==> config.mk <==
export PLATFORM = sky130hd
export DESIGN_NAME = qspi_tx_shift
export DESIGN_NICKNAME = d
export VERILOG_FILES = /design/src/rtl/qspi_tx_shift.sv
export SDC_FILE = /design/constraint.sdc
export NUM_CORES = 1
export LEC_CHECK = 0
export CORE_AREA = 2 2 131 133
export DETAILED_ROUTE_END_ITERATION = 12
export DIE_AREA = 0 0 133 135
export MAX_ROUTING_LAYER = met4
export PLACE_DENSITY_LB_ADDON = 0.25
export SLEW_MARGIN = 25
export SYNTH_ARGS = -nofsm -noshare
export SYNTH_HDL_FRONTEND = slang
export SYNTH_SLANG_ARGS = --single-unit
==> constraint.sdc <==
create_clock -name clk_i -period 2.1 [get_ports clk_i]
set_input_delay 0.315 -clock clk_i [delete_from_list [all_inputs] [get_ports clk_i]]
set_output_delay 0.315 -clock clk_i [all_outputs]
set_load 0.05 [all_outputs]
==> src/rtl/qspi_tx_shift.sv <==
// Quad SPI transmit serializer: loads a 32-bit word and shifts it out on 1/2/4 lanes per SCLK strobe.
// Latency: first beat one cycle after load; done_o pulses one cycle after the final strobe.
module qspi_tx_shift #(
  parameter int unsigned DW = 32
) (
  input  logic          clk_i,
  input  logic          rst_ni,
  input  logic [DW-1:0] data_i,
  input  logic [1:0]    len_i,
  input  logic [1:0]    mode_i,
  input  logic          lsb_first_i,
  input  logic          load_valid_i,
  output logic          load_ready_o,
  input  logic          shift_en_i,
  input  logic          abort_i,
  output logic [3:0]    qsd_o,
  output logic [3:0]    qsd_oe_o,
  output logic          busy_o,
  output logic          done_o
);

  typedef enum logic {IDLE, SHIFT} state_e;

  localparam logic [5:0] DW6 = 6'(DW);

  state_e        state_q, state_d;
  logic [DW-1:0] sr_q, sr_d;
  logic [5:0]    cnt_q, cnt_d;
  logic [1:0]    lane_sh_q, lane_sh_d;
  logic          lsb_q, lsb_d;
  logic          done_q, done_d;

  // Load-time decode: lane_sh is log2(lanes), so beats = nbits >> lane_sh.
  logic [5:0]    nbits;
  logic [1:0]    lane_sh_in;
  logic [5:0]    beats;
  logic [DW-1:0] sr_load;

  always_comb begin
    nbits      = (len_i == 2'd0) ? DW6 : {1'b0, len_i, 3'b000};
    case (mode_i)
      2'b01:   lane_sh_in = 2'd1;
      2'b10:   lane_sh_in = 2'd2;
      default: lane_sh_in = 2'd0;
    endcase
    beats = nbits >> lane_sh_in;
    if (lsb_first_i) begin
      sr_load = data_i & ({DW{1'b1}} >> (DW6 - nbits));
    end else begin
      sr_load = data_i << (DW6 - nbits);
    end
  end

  always_comb begin
    state_d   = state_q;
    sr_d      = sr_q;
    cnt_d     = cnt_q;
    lane_sh_d = lane_sh_q;
    lsb_d     = lsb_q;
    done_d    = 1'b0;
    case (state_q)
      IDLE: begin
        if (load_valid_i) begin
          state_d   = SHIFT;
          sr_d      = sr_load;
          cnt_d     = beats;
          lane_sh_d = lane_sh_in;
          lsb_d     = lsb_first_i;
        end
      end
      SHIFT: begin
        if (abort_i) begin
          state_d = IDLE;
          cnt_d   = '0;
          sr_d    = '0;
        end else if (shift_en_i) begin
          sr_d  = lsb_q ? (sr_q >> (3'd1 << lane_sh_q)) : (sr_q << (3'd1 << lane_sh_q));
          cnt_d = cnt_q - 6'd1;
          if (cnt_q == 6'd1) begin
            state_d = IDLE;
            done_d  = 1'b1;
          end
        end
      end
      default: state_d = IDLE;
    endcase
  end

  always_ff @(posedge clk_i or negedge rst_ni) begin
    if (!rst_ni) begin
      state_q   <= IDLE;
      sr_q      <= '0;
      cnt_q     <= '0;
      lane_sh_q <= '0;
      lsb_q     <= 1'b0;
      done_q    <= 1'b0;
    end else begin
      state_q   <= state_d;
      sr_q      <= sr_d;
      cnt_q     <= cnt_d;
      lane_sh_q <= lane_sh_d;
      lsb_q     <= lsb_d;
      done_q    <= done_d;
    end
  end

  // Lanes are driven only while shifting; the pads float otherwise.
  always_comb begin
    qsd_o    = 4'b0000;
    qsd_oe_o = 4'b0000;
    if (state_q == SHIFT) begin
      case (lane_sh_q)
        2'd2: begin
          qsd_o    = lsb_q ? sr_q[3:0] : sr_q[DW-1:DW-4];
          qsd_oe_o = 4'b1111;
        end
        2'd1: begin
          qsd_o    = {2'b00, (lsb_q ? sr_q[1:0] : sr_q[DW-1:DW-2])};
          qsd_oe_o = 4'b0011;
        end
        default: begin
          qsd_o    = {3'b000, (lsb_q ? sr_q[0] : sr_q[DW-1])};
          qsd_oe_o = 4'b0001;
        end
      endcase
    end
  end

  assign load_ready_o = (state_q == IDLE);
  assign busy_o       = (state_q == SHIFT);
  assign done_o       = done_q;

endmodule

[Yosys cells after proc, flatten, opt, wreduce, memory -nomap -nowiden]
Index checks and enable logic that the tools add are counted.
Cells by class
  equality and inequality tests: 7
  bitwise gates (word level): 2
  reductions and logical operators: 3
  add/subtract/negate cells: 2
  shifts and indexed selects: 6
  multiplexer cells: 28
Operators with widths (count)
  $mux W32: 5
  $pmux W32 S2: 1
  $and A32 B32 Y32: 1
  $shl A32 B3 Y32: 1
  $shl A32 B6 Y32: 1
  $shr A32 B3 Y32: 1
  $shr A32 B6 Y32 const A: 1
  $mux W6: 4
  $pmux W4 S2: 2
  $mux W4: 3
  $pmux W6 S2: 1
  $mux W1: 9
  $eq A6 B1 Y1 const B: 1
  $shr A6 B2 Y6: 1
  $sub A6 B1 Y6 const B: 1
  $sub A6 B6 Y6 const A: 1
  $eq A2 B1 Y1 const B: 2
  $eq A2 B2 Y1 const B: 2
  $pmux W2 S2: 1
  $reduce_and A2 Y1: 2
  $ne A3 B3 Y1 const B: 1
  $shl A1 B2 Y3 const A: 1
  $logic_not A2 Y1: 1
  $mux W2: 1
  other kinds (3): 3
Storage, ports and cells
  input port bits: 42
  register bits after elaboration: 43
  logic and storage cells: 54
  output and inout bits: 11

[Longest topological paths before layout]
Gate-level depths: netlist (run 1).
  depth in word-level cells: 8
  gate-level depth with buffers: 10
  mapped depth without buffers: 7

[Least setup slack after synthesis (run 1)]
No wires, ideal clock.
  path kind: reg2out
  start point: register state_q (netlist: busy_o)
  end point: output qsd_o[1]
  cell stages (with the launch flop): 6
  setup slack: -1461 ps
  arrival: 3246 ps
  buffers on the path: 1
  required time: 1785 ps
  cells stage by stage: dfrtp_1 -> buf_4 -> clkinv_1 -> nor2_1 -> a311oi_1 -> a21oi_1
On the way
  cells in the longest elaborated chain, start to end: 1
Ends and longest elaborated chain
  start: declaration: line 26  | state_e state_q, state_d;
  start signal: assignment: line 98  | state_q <= state_d;
  $mux W4: line 111  | if (state_q == SHIFT) begin
  end: declaration: line 16  | output logic [3:0] qsd_o,
Every way passes these cells.

[Final worst setup path (run 1)]
  start point: register lane_sh_q[0]
  end point: register sr_q[5]
On the way
  cells in the longest elaborated chain, start to end: 6
  elaborated cells between the ends (all ways): 7
  those cells by class: shift (3); mux (4)
Ends and longest elaborated chain
  start: declaration: line 29  | logic [1:0] lane_sh_q, lane_sh_d;
  start signal: assignment: line 101  | lane_sh_q <= lane_sh_d;
  $shl A1 B2 Y3 (*): line 77  | sr_d = lsb_q ? (sr_q >> (3'd1 << lane_sh_q)) : (sr_q << (3'd1 << lane_sh_q));
  $shl A32 B3 Y32 or $shr A32 B3 Y32 (tied branches): line 77
  $mux W32 (*): line 77
  $mux W32 (*): line 76  | end else if (shift_en_i) begin
  $mux W32 (*): line 72  | if (abort_i) begin
  $pmux W32 S2 (*): line 61  | case (state_q)
  end signal: assignment: line 99  | sr_q <= sr_d;
  end: declaration: line 27  | logic [DW-1:0] sr_q, sr_d;
Every way passes the cells marked *; elsewhere a longest branch is shown, timed or not. The select of a mux whose other input is x is not followed.
A chain may end at the register's enable or synchronous reset.

==> results.md, run 1 <==
* Status: finished, violations left
* Violated checks: setup timing
* Critical register-to-register path startpoint: lane_sh_q[0]
* Power, Total at roughly 0.011 W
* Per-cell routed wire length at roughly 25 um
* Sw Share at 46.7%
* Final hold vios at 0
* Final Net Count at slightly below 1000
* Worst Hold End: cnt_q[1]
* Yosys top cell area share at around a fifth
* Layout cells sized above 1 at between 50% and 60%
* Max Cap Violations at 0
* Met1 Track Usage GR at between 30 and 40%
* # IOs at 53
* CTS Sinks at 43
* Final Setup Violations at 14
* Count leader, synth: nor2_1
* Placeable Area at 0.0164 sq mm
* Hold Startpoint: len_i[0]
* Initial core utilization at between 30% and 40%
* Pwr Density at 1210 mW/mm^2
* Overall routing resource usage at roughly 31%
* Drt first pass iters at 5
* Met3 Use GR at slightly above 4%
* Largest net degree at the start of global routing at 44
* Dominant cell type by area after synthesis: dfrtp_1
* Layer with the highest usage: met2
* Leak at 3.87 nW
* Crit share post-route at 105%
* Pins Over Slew Limit at 0
* WS Path Type: flop to flop
* Time the worst path needs with I/O delays and setup at ~2.2 ns
* Placed cells at approximately 1100
* Clock power share at about 7%
* Via density at just over 6
* Arr. time, crit path at approximately 2.4 ns
* Yosys cell types at 66
* CTS tree: yes
* Worst rel slew slack at 66.1%
* # rows at 47
* Reg-to-reg slack, setup at -0.11 ns
* Post-DP Area at ~0.0076 sq mm
* Hold Slack at approximately 0.48 ns
* Avg Cell Area, Syn at 7.96 sq um
* GRT overflow at 0
* DR iter-0 viols at about 590
* Clock insertion delay at the later pin of the skew report at 0.30 ns
* Hpwl dp at just over 20000 um
* Synth-to-Final Area Change at 76.5%
* Crit Path Max Fanout at 7
* Grt met2 use at about 50%
* Chip height at around 140 um
* Port buffer count at 52
* Data required, critical path at 2.28 ns
* Number of flops mapped to enable cells by yosys at 0
* CTS max path bufs at 2
* CTS root buf: clkbuf_16
* H-tree Lvls at 2
* Die ar. at 0.0180 sq mm
* Min-Delay Path Depth at 4
* Seq/Total Area, Yosys at between 20% and 30%
* Number of remaining DRC errors at 0
* Antenna diode count at 0
* Worst-Margin Slew at about 0.5 ns
* Sum Neg Setup Slack at -0.807 ns
* Pint at 0.00605 W
* Reg2reg path depth at 9
* Power share of the sequential group at 16.8%
* Global placer's final weighted congestion at about 0.95
* List of most frequent post-synthesis cells: nor2_1 (60), mux2i_1 (59), nand2_1 (56)
* Final Skew at approximately 0.013 ns
* Finished Cell Area at ~0.0094 sq mm
* Cells after Synth at 670
* Number of global-route vias before repair at approximately 7000
* Via count at about 7000
* RSZ-0062 raised after global routing: yes
* Hold Path Class: input port to flop
* WL final at between 20000 and 30000 um
* Fmax at between 400 and 500 MHz
* DRT antenna net count at 0
* Peak VDD IR at slightly below 0.0006 V
* CP Launch Type: flop
* Async set-reset flop share out of synthesis at 100%
* Gate power share at roughly 76%
* DIE WIDTH at about 130 um
* Syn nets at 722
* Initial antenna violation count at 0
* Clock Pin Slew Worst Setup and Hold Paths at 0.07 ns
* Reg2reg end: sr_q[5]
* Mapped cell area at around 0.0053 sq mm
* Final worst slack at -0.115 ns
* Area contributors post-synth: dfrtp_1 (20%), mux2i_1 (11%), mux2_2 (7.6%)
* First-pass GRT wire length at approximately 41000 um
* Total CTS buffers at 5
* Endpoint class of the critical path: flop
* Top_reg_cell synth: dfrtp_1
* Syn. warnings at 0
* Synthesized flop and latch total at 43
* Net Sw Power at between 0.005 and 0.006 W
* Layout Cells excl Fill at 1141
power groups by stage:
stage          clock (W)  sequential (W)  combinational [W]
6_report        0.000790         0.00191            0.00865
5_1_grt         0.000828         0.00194            0.00907
4_1_cts         0.000797         0.00175            0.00719
3_5_place_dp           0         0.00172            0.00612
3_3_place_gp           0         0.00173            0.00610
2_1_floorplan          0         0.00149            0.00343
critical path, cell delays in order, from the launching register on:
cell and delay [ns]:
dfrtp_1 0.42, buf_6 0.14, ha_4 0.22, buf_12 0.16, buf_8 0.12, mux4_2 0.52, buf_4 0.15, nand2b_1 0.14
nand4_1 0.13, nand3_1 0.08
stage by stage:
| step | setup slack, ns | utilization, % |
|---|---|---|
| 2_1_floorplan | -0.0670 | - |
| 3_3_place_gp | -0.424 | 46.3 |
| 3_5_place_dp | -0.437 | 46.3 |
| 4_1_cts | -0.161 | 51.6 |
| 5_1_grt | -0.194 | 57.4 |
| 6_report | -0.115 | 57.4 |
kinds of logic after synthesis:
kind of cell / after synthesis / share of synthesized area [%]
compound gates: 216 / 27.5
xor+xnor: 1 / 0.164
buf+inv: 68 / 6.15
flops: 43 / 20.2
mux: 104 / 22.5
fa+ha+maj: 10 / 2.35
simple gates: 228 / 21.2
area by class of cell:
type | count | area, sq um
inverter | 13 | 65.1
clock inverter | 1 | 7.51
sequential | 43 | 1080
timing repair buffer | 299 | 2870
multi-input combinational | 559 | 4990
clock buffer | 6 | 129
fill | 1406 | 7000
tap | 220 | 275
layer usage:
layer  share of wire (%)  routed length [um]
met1                  42               11600
met2                  46               12800
met3                 8.0                2240
met4                 4.6                1280
met5                   0                   0
what timing repair did:
item                                    in CTS  in global routing
pin swaps                                   37                 76
hold buffers                                 1                  0
buffers inserted                            21                 36
endpoints found under the hold margin        1                  0
gates resized for setup                    137                161
endpoints found under the setup margin      37                 38
gates cloned                                 2                  1
how the worst max path moves through the flow:
stage,start,to
floorplan,lane_sh_q[0],qsd_o[1]
global placement,len_i[1],sr_q[27]
detailed placement,len_i[1],sr_q[27]
CTS,lane_sh_q[1],qsd_o[0]
global route,lane_sh_q[0],qsd_o[1]
finish,lane_sh_q[0],sr_q[5]
layout by cell type (no fill, tap or decap), types with 11 or more instances in the layout:
master / n
dfrtp_1: 42
buf_4: 179
o21ai_0: 18
a21oi_1: 32
buf_6: 45
mux2i_4: 19
mux2_2: 17
nor2_1: 43
nand2_1: 51
mux2_4: 19
nor2_4: 11
clkdlybuf4s50_1: 41
o211ai_1: 14
mux2i_1: 32
a31oi_1: 11
nor3_1: 12
nand3_1: 20
buf_12: 19
a22oi_1: 11
state kept, by name, indices dropped and copies added, names as in the netlist:
name	cells
done_o	1
lsb_q	1
cnt_q	6
sr_q	32
lane_sh_q	2
busy_o	1
No activity file was read; power rests on OpenSTA's default activity.
==> inputs of run 2 (changes only) <==
--- a/config.mk
+++ b/config.mk
@@ -9,7 +9,7 @@
 export DETAILED_ROUTE_END_ITERATION = 12
 export DIE_AREA = 0 0 133 135
 export MAX_ROUTING_LAYER = met4
-export PLACE_DENSITY_LB_ADDON = 0.25
+export PLACE_DENSITY = 0.55
 export SLEW_MARGIN = 25
 export SYNTH_ARGS = -nofsm -noshare
 export SYNTH_HDL_FRONTEND = slang
==> results.md, run 2 (synthesis results as in run 1) <==
* Synth-to-Final Area Change at 73.1% (was 76.5%)
* Met3 Use GR at 3.60% (was 4.13%)
* Crit Path Max Fanout at 7 (unchanged)
* Violated checks: setup timing (unchanged)
* Final Skew at 0.00871 ns (was 0.0126 ns)
* DR iter-0 viols at 767 (was 592)
* Clock insertion delay at the later pin of the skew report at 0.30 ns (about the same)
* Antenna diode count at 0 (unchanged)
* Worst rel slew slack at 44.9% (was 66.1%)
* Placeable Area at 0.0164 sq mm (unchanged)
* Peak VDD IR at 0.000528 V (was 0.000585 V)
* Total CTS buffers at 5 (unchanged)
* Dpl ws at -0.530 ns (was -0.437 ns)
* Critical register-to-register path startpoint: lane_sh_q[0] (unchanged)
* Layer with the highest usage: met2 (unchanged)
* Hpwl dp at 20500 um (was 20400 um)
* Layout Cells excl Fill at 1126 (was 1141)
* Via density at 6.23 (was 6.10)
* WL final at 27900 um (was 28000 um)
* Endpoint class of the critical path: flop (unchanged)
* Met1 Track Usage GR at 39.9% (was 39.6%)
* Layout cells sized above 1 at 50.2% (was 50.8%)
* Most frequent cells in the layout: buf_4 (180), nand2_1 (47), nor2_1 (45), dfrtp_1 (42), clkdlybuf4s50_1 (39) (was buf_4 (179), nand2_1 (51), buf_6 (45), nor2_1 (43), dfrtp_1 (42))
* H-tree Lvls at 2 (unchanged)
* First-pass GRT wire length at 40700 um (was 40800 um)
* Initial antenna violation count at 0 (unchanged)
* Most common cell after layout, fill and taps aside: buf_4 (unchanged)
* Number of remaining DRC errors at 0 (unchanged)
* Final hold vios at 0 (unchanged)
* Chip height at 135 um (unchanged)
* Max Cap Violations at 0 (unchanged)
* CTS root buf: clkbuf_16 (unchanged)
* Global placer's final weighted congestion at 0.981 (was 0.955)
* Crit share post-route at 106% (was 105%)
* Drt first pass iters at 5 (unchanged)
* CTS max path bufs at 2 (unchanged)
* Pins Over Slew Limit at 0 (unchanged)
* Via count at 7019 (was 6964)
* CTS tree: yes (unchanged)
* Final Net Count at 957 (was 973)
* DIE WIDTH at 133 um (unchanged)
* Placed cells at 1073 (was 1084)
* Fillers at 1438 (was 1406)
* Reg2reg path depth at 10 (was 9)
* Per-cell routed wire length at 24.7 um (was 24.5 um)
* Leak at 3.81 nW (was 3.87 nW)
* Data required, critical path at 2.28 ns (about the same)
* CP Launch Type: flop (unchanged)
* Largest register FFs at 32 (unchanged)
* Top flop regs: sr_q (32), cnt_q (6), lane_sh_q (2) (unchanged)
* Initial core utilization at 32.5% (unchanged)
* Number of global-route vias before repair at 6726 (was 6889)
* Worst-Margin Slew at 0.826 ns (was 0.507 ns)
* # rows at 47 (unchanged)
* Grt met2 use at 49.1% (was 49.3%)
* Reg-to-reg slack, setup at -0.14 ns (was -0.11 ns)
* Die ar. at 0.0180 sq mm (unchanged)
* WS Path Type: flop to flop (unchanged)
* Final Setup Violations at 19 (was 14)
* Status: finished, violations left (unchanged)
* Overall routing resource usage at 30.6% (was 30.7%)
* Largest net degree at the start of global routing at 38 (was 44)
* RSZ-0062 raised after global routing: yes (unchanged)
* CTS Sinks at 43 (unchanged)
* Reg2reg end: sr_q[7] (was sr_q[5])
* Arr. time, crit path at 2.41 ns (was 2.40 ns)
* Hold Path Class: input port to asynchronous set/reset pin (was input port to flop)
* GRT overflow at 0 (unchanged)
* # IOs at 53 (unchanged)
* Clock Pin Slew Worst Setup and Hold Paths at 0.07 ns (about the same)
* Port buffer count at 52 (unchanged)
* Pwr Density at 1190 mW/mm^2 (was 1210 mW/mm^2)
* Final worst slack at -0.135 ns (was -0.115 ns)
* Biggest register: sr_q (unchanged)
* DRT antenna net count at 0 (unchanged)
* Time the worst path needs with I/O delays and setup at 2.24 ns (was 2.21 ns)
* Fmax at 447 MHz (was 451 MHz)
run 2: final cells by class:
cell class | instances | area (sq um) | area share, %
Clock inverter | 1 | 8.76 | 0.0949
Tap cell | 220 | 275 | 2.98
Inverter | 13 | 65.1 | 0.705
Timing Repair Buffer | 283 | 2710 | 29.4
Multi-Input combinational cell | 559 | 4940 | 53.6
Clock buffer | 7 | 143 | 1.55
Sequential cell | 43 | 1080 | 11.7
run 2: worst max-delay path, stage by stage (launching register included):
cell and delay [ns]:
dfrtp_1 0.40, inv_2 0.10, buf_6 0.12, ha_4 0.18, buf_12 0.16, buf_8 0.13, mux2i_2 0.24, and2_1 0.15
a211oi_1 0.05, a311o_1 0.28, a211o_1 0.30
run 2: worst max-delay path by stage:
stage	from	endpoint
floorplan	lane_sh_q[0]	qsd_o[1]
global placement	len_i[0]	sr_q[16]
detailed placement	len_i[0]	sr_q[16]
CTS	lane_sh_q[1]	qsd_o[1]
global route	lane_sh_q[0]	sr_q[6]
finish	lane_sh_q[0]	sr_q[7]
run 2: what timing repair did:
item | in CTS | in global routing
pin swaps | 23 | 67
cloned | 2 | 2
setup endpoints to repair | 37 | 40
resized for setup | 104 | 168
setup buffers | 16 | 32
hold buffers | 0 | 0
hold endpoints to repair | 0 | 0
run 2: power by group:
group	switching [W]	internal (W)	total, W
Combinational	0.00407	0.00421	0.00828
Sequential	0.000719	0.00114	0.00185
Clock	0.000374	0.000478	0.000852
run 2: per-layer routing:
metal | wire length (um) | vias up
li1 | - | 3055
met1 | 11400 | 3458
met2 | 13000 | 404
met3 | 2150 | 102
met4 | 1300 | 0
met5 | 0 | -
run 2: metrics by stage:
step / util, % / setup TNS, ns / hold WS [ns] / total power (W) / area (sq um)
2_1_floorplan: - / -0.0781 / 0.0194 / 0.00492 / 5400
3_3_place_gp: 45.6 / -8.42 / 0.439 / 0.00766 / 7490
3_5_place_dp: 45.6 / -9.78 / 0.445 / 0.00772 / 7490
4_1_cts: 50.4 / -1.53 / 0.139 / 0.00949 / 8270
5_1_grt: 56.2 / -2.69 / 0.153 / 0.0115 / 9230
6_report: 56.2 / -0.979 / 0.102 / 0.0110 / 9230
